===== src/rtl/alu_pkg.sv =====
// alu_pkg: shared definitions for the bit-serial ALU controller and its
// 1-bit slice. Holds the 3-bit opcode map and the controller state type.
package alu_pkg;

  localparam logic [2:0] OP_OR   = 3'd0;
  localparam logic [2:0] OP_AND  = 3'd1;
  localparam logic [2:0] OP_NOTA = 3'd2;
  localparam logic [2:0] OP_NOR  = 3'd3;
  localparam logic [2:0] OP_NAND = 3'd4;
  localparam logic [2:0] OP_NOP  = 3'd5;
  localparam logic [2:0] OP_ADD  = 3'd6;
  localparam logic [2:0] OP_XOR  = 3'd7;

  typedef enum logic {
    IDLE = 1'b0,
    RUN  = 1'b1
  } state_t;

endpackage


===== src/rtl/alu_bit_slice.sv =====
// alu_bit_slice: combinational 1-bit ALU slice.
// Ports:
//   opcode - 3-bit operation select (alu_pkg opcode map)
//   a, b   - operand bits
//   cin    - carry in (used by ADD only)
//   r      - result bit
//   cout   - carry out; full-adder carry for ADD, 0 otherwise
module alu_bit_slice
  import alu_pkg::*;
(
  input  logic [2:0] opcode,
  input  logic       a,
  input  logic       b,
  input  logic       cin,
  output logic       r,
  output logic       cout
);

  always_comb begin
    r    = 1'b0;
    cout = 1'b0;
    case (opcode)
      OP_OR:   r = a | b;
      OP_AND:  r = a & b;
      OP_NOTA: r = ~a;
      OP_NOR:  r = ~(a | b);
      OP_NAND: r = ~(a & b);
      OP_NOP:  r = a;
      OP_ADD: begin
        r    = a ^ b ^ cin;
        cout = (a & b) | (a & cin) | (b & cin);
      end
      OP_XOR:  r = a ^ b;
      default: r = 1'b0;
    endcase
  end

endmodule


===== src/rtl/serial_alu_ctrl.sv =====
// serial_alu_ctrl: bit-serial WIDTH-bit ALU controller. Latches operands and
// opcode on an accepted start, feeds one bit pair per cycle LSB-first through
// alu_bit_slice, chains the carry for ADD, and publishes the assembled word
// with a one-cycle done pulse.
// Ports:
//   clk, rst_n - rising-edge clock, asynchronous active-low reset
//   start      - request, sampled only while idle
//   opcode     - operation select, latched on accept
//   a, b       - WIDTH-bit operands, latched on accept
//   busy       - high while bits are being processed
//   done       - one-cycle pulse when result/carry_out update
//   result     - last completed result, held until the next completion
//   carry_out  - final carry of the last ADD, 0 for other opcodes
module serial_alu_ctrl
  import alu_pkg::*;
#(
  parameter int unsigned WIDTH = 8
) (
  input  logic             clk,
  input  logic             rst_n,
  input  logic             start,
  input  logic [2:0]       opcode,
  input  logic [WIDTH-1:0] a,
  input  logic [WIDTH-1:0] b,
  output logic             busy,
  output logic             done,
  output logic [WIDTH-1:0] result,
  output logic             carry_out
);

  localparam int unsigned CW = $clog2(WIDTH + 1);

  state_t           state;
  logic [2:0]       op_q;
  logic [WIDTH-1:0] sh_a;
  logic [WIDTH-1:0] sh_b;
  logic [WIDTH-1:0] acc;
  logic [WIDTH-1:0] acc_next;
  logic [CW-1:0]    cnt;
  logic             carry;
  logic             slice_r;
  logic             slice_cout;

  alu_bit_slice u_slice (
    .opcode (op_q),
    .a      (sh_a[0]),
    .b      (sh_b[0]),
    .cin    (carry),
    .r      (slice_r),
    .cout   (slice_cout)
  );

  // Shift-right with the new bit entering at the MSB; written this way so
  // WIDTH=1 needs no empty part-select.
  always_comb begin
    acc_next            = acc >> 1;
    acc_next[WIDTH-1]   = slice_r;
  end

  always_ff @(posedge clk or negedge rst_n) begin
    if (!rst_n) begin
      state     <= IDLE;
      op_q      <= '0;
      sh_a      <= '0;
      sh_b      <= '0;
      acc       <= '0;
      cnt       <= '0;
      carry     <= 1'b0;
      busy      <= 1'b0;
      done      <= 1'b0;
      result    <= '0;
      carry_out <= 1'b0;
    end else begin
      done <= 1'b0;
      case (state)
        IDLE: begin
          if (start) begin
            state <= RUN;
            op_q  <= opcode;
            sh_a  <= a;
            sh_b  <= b;
            acc   <= '0;
            cnt   <= '0;
            carry <= 1'b0;
            busy  <= 1'b1;
          end
        end
        RUN: begin
          sh_a <= sh_a >> 1;
          sh_b <= sh_b >> 1;
          acc  <= acc_next;
          cnt  <= cnt + CW'(1);
          if (op_q == OP_ADD) begin
            carry <= slice_cout;
          end
          if (cnt == CW'(WIDTH - 1)) begin
            state     <= IDLE;
            busy      <= 1'b0;
            done      <= 1'b1;
            result    <= acc_next;
            carry_out <= (op_q == OP_ADD) ? slice_cout : 1'b0;
          end
        end
        default: state <= IDLE;
      endcase
    end
  end

endmodule


===== config.mk =====
export PLATFORM = sky130hd
export DESIGN_NAME = serial_alu_ctrl
export DESIGN_NICKNAME = d
export VERILOG_FILES = /design/src/rtl/alu_pkg.sv /design/src/rtl/alu_bit_slice.sv /design/src/rtl/serial_alu_ctrl.sv
export SDC_FILE = /design/constraint.sdc
export NUM_CORES = 1
export LEC_CHECK = 0
export ABC_AREA = 0
export CAP_MARGIN = 15
export CORE_ASPECT_RATIO = 2
export CORE_UTILIZATION = 52
export DETAILED_ROUTE_END_ITERATION = 16
export PLACE_DENSITY = 0.78
export SLEW_MARGIN = 20
export SYNTH_ARGS = -nofsm -noshare
export SYNTH_HDL_FRONTEND = slang
export SYNTH_HIERARCHICAL = 1
export SYNTH_SLANG_ARGS = --single-unit

===== constraint.sdc =====
create_clock -name clk -period 2.5 [get_ports clk]
set_clock_uncertainty 0.2 [all_clocks]
set_input_delay 0.5 -clock clk [delete_from_list [all_inputs] [get_ports clk]]
set_output_delay 0.5 -clock clk [all_outputs]
set_load 0.05 [all_outputs]

==> impl_metrics.py, run 1 <==
metrics = {
    "status": {
        "status": "completed",
    },
    "cts": {
        "h-tree-depth": 2,
        "cts_resized": 0,
        "cts_buffers": 5,
        "clockRootBuffer": "clkbuf_8",
        "clockBufferDepth": 2,
        "cts.sinks": 43,
        "cts_tree": "yes",
        "path_clk_slew_ns": 0.08,
        "post_cts_buffers": 0,
        "clk_latency_ns": 0.29,
    },
    "placement": {
        "place_inst": 244,
        "portBuffers": 32,
        "routabilityCongestion": 0.838,
        "dp_hpwl_mm": 2.86,
    },
    "layout": {
        "final_util": 0.682,
        "seq_area_um2": 1080,
        "drive_above_1_share": 0.142,
        "multi_input_area_um2": 816,
        "num_antenna_cells": 0,
        "fin_cells": 253,
        "final_nets": 229,
        "fillers": 285,
        "syn2layout_area_growth_pct": 24.7,
    },
    "route": {
        "remaining_drc_errors": 0,
        "ant_nets": 0,
        "dr.pass1.iters": 4,
        "drt_iter0_drc": 30,
        "routedWlPerCell_um": 15.1,
        "wl_mm": 3.81,
        "vias": 1339,
        "viasPerCell": 5.29,
    },
    "run": {
        "maxCapViolCount": 0,
    },
    "yosys": {
        "synth_enable_flop_cells": 0,
        "synth_ff_type": "dfrtp_1",
        "ys_types": 30,
        "yosys_register_bits": 43,
        "ys_seq_area_frac": 0.546,
        "syn-cell-area_um2": 1970,
        "synth_top_area_frac": 0.546,
        "synth_top_area_cell": "dfrtp_1",
        "synthArstFlopShare": 1.00,
        "synth.avg_cell_area_um2": 11.8,
        "syn_nets": 193,
        "synth.area.top_cells": "dfrtp_1, mux2i_1, o21ai_0",
        "yosys_warnings": 6,
        "syn_inst": 167,
    },
    "floorplanning": {
        "fp-row-count": 31,
        "dieHeight_um": 89.1,
        "start_util": 0.547,
        "die_area_um2": 4060,
        "coreArea_um2": 3610,
        "io_pins": 33,
        "chipWidth_um": 45.5,
    },
    "grt": {
        "grt_pass1_wl_mm": 6.45,
        "antenna_found_initial": 0,
        "grt_use_total": 0.224,
        "grt_pass1_vias": 1448,
        "grt_max_degree": 21,
        "grt-ovfl-total": 0,
    },
    "worst_setup_path": {
        "slowest_delay_ns": 0.52,
        "worst_setup_path_start_kind": "register",
        "worstSetupPathType": "register to register",
        "crit_arrival_ns": 2.16,
        "end_kind": "register",
        "cp_cell_sequence": "fa_1 > mux4_2 > nand2_1 > o31ai_1 > mux2_2",
        "crit_fanout": 6,
        "required_ns": 2.48,
        "slowest_stage": "fa_1",
    },
    "timing": {
        "slew_viol_final": 0,
        "rsz0062_at_grt": "no",
        "period_needed_ns": 2.18,
        "hold_slack_ns": 0.287,
        "tns_ns": 0,
        "slew_headroom": 0.630,
        "finalCritPeriodShare": 0.871,
        "worstMarginPinSlew_ns": 0.554,
        "maxClockFrequency_mhz": 459,
        "setup_viol": 0,
        "finalHoldViolations": 0,
    },
    "pwr": {
        "p_leak_uw": 0.00116,
        "irDropWorstVdd_mv": 0.866,
        "power.density_nw_per_um2": 1250,
        "p_total_uw": 3090,
    },
    "hold_path": {
        "worstHoldPathType": "register to register",
    },
}
## routing by layer
metal,part of all wire,vias to the layer above,track usage
met1,0.39,660,0.238
met2,0.56,26,0.399
met3,0.022,10,0.0444
met5,0,-,0
li1,-,643,-
met4,0.025,0,0.110
## logic make-up (layout without fill, tap and decap cells)
family          after synthesis  after routing  synth area share
flops                        43             43             0.546
compound gates               33             33            0.0971
buf+inv                      15             52            0.0406
xor+xnor                      2              2           0.00888
simple gates                 41             41             0.105
mux                          29             29             0.174
fa+ha+maj                     4              4            0.0292
## cells in the final DEF (no fill, tap or decap), types with 2 or more instances in the layout
cell type	instances
dfrtp_1	43
clkdlybuf4s50_1	31
nand2_1	24
o21ai_0	22
mux2i_1	17
mux2_4	7
nor2_1	6
nand2b_1	6
clkbuf_8	6
buf_4	6
inv_1	5
a22o_1	4
mux2_2	4
ha_1	3
a21oi_1	2
## through the flow
| stage | setup WS (ns) | instance area (um^2) |
|---|---|---|
| final | 0.322 | 2460 |
| after floorplan | 0.455 | 1970 |
| after global placement | 0.422 | 2330 |
| after CTS | 0.313 | 2460 |
| after global routing | 0.232 | 2460 |
| after detailed placement | 0.347 | 2330 |
## final cells by class
type	instances	area share
repair buffers	39	0.151
inverters	5	0.00763
clock inverters	2	0.0142
well taps	49	0.0249
multi-input cells	109	0.332
flip-flops and latches	43	0.437
clock buffers	6	0.0336
## critical path, delay by kind of cell (launching register included)
family | cells | cell delay [ns]
DFF | 1 | 0.46
and+or+nand+nor | 1 | 0.08
muxes | 2 | 0.74
AOI/OAI and AO/OA | 1 | 0.08
adders and majority gates | 1 | 0.52
## state kept, by name, summed over array words and instances (netlist names)
| name | cells |
|---|---|
| done | 1 |
| sh_b | 8 |
| acc | 7 |
| sh_a | 8 |
| op_q | 3 |
| busy | 1 |
| carry | 1 |
| carry_out | 1 |
| state | 1 |
| result | 8 |
| cnt | 4 |
## where the power goes
group	internal [uW]	switching, uW
sequential	988	274
combinational	599	672
clock	323	229
## cells in the mapped netlist (2+ instances only)
| cell | count |
|---|---|
| dfrtp_1 | 43 |
| nand2_1 | 24 |
| o21ai_0 | 22 |
| mux2i_1 | 17 |
| mux2_4 | 7 |
| nand2b_1 | 6 |
| nor2_1 | 6 |
| inv_1 | 5 |
| a22o_1 | 4 |
| buf_2 | 4 |
| mux2_2 | 4 |
| buf_4 | 3 |
| ha_1 | 3 |
| a21oi_1 | 2 |
| clkbuf_1 | 2 |
## worst paths after layout
check / from / end / slack [ns] / cells after the start
max: sh_a[0] / result[7] / 0.32 / 5
min reg2reg: sh_b[5] / sh_b[4] / 0.29 / 2
min in group asynchronous: rst_n / sh_b[1] / 0.47 / 2
max in group asynchronous: rst_n / result[1] / 1.05 / 3
max reg2reg: sh_a[0] / result[7] / 0.32 / 5
min: sh_b[5] / sh_b[4] / 0.29 / 2
## timing repair
item                       4_1_cts  5_1_grt
hold endpoints to repair        15        0
hold buffers                     1        0
setup endpoints to repair        0        0
No activity file was read; power rests on OpenSTA's default activity.
==> run 2, diff against run 1 <==
Settings changed: ABC_AREA 0 to not set, ABC_CLOCK_PERIOD_IN_PS set to 2500, TNS_END_PERCENT set to 10.
==> results of run 2 <==
The final DEF is identical to that of run 1; final timing and power are the same.
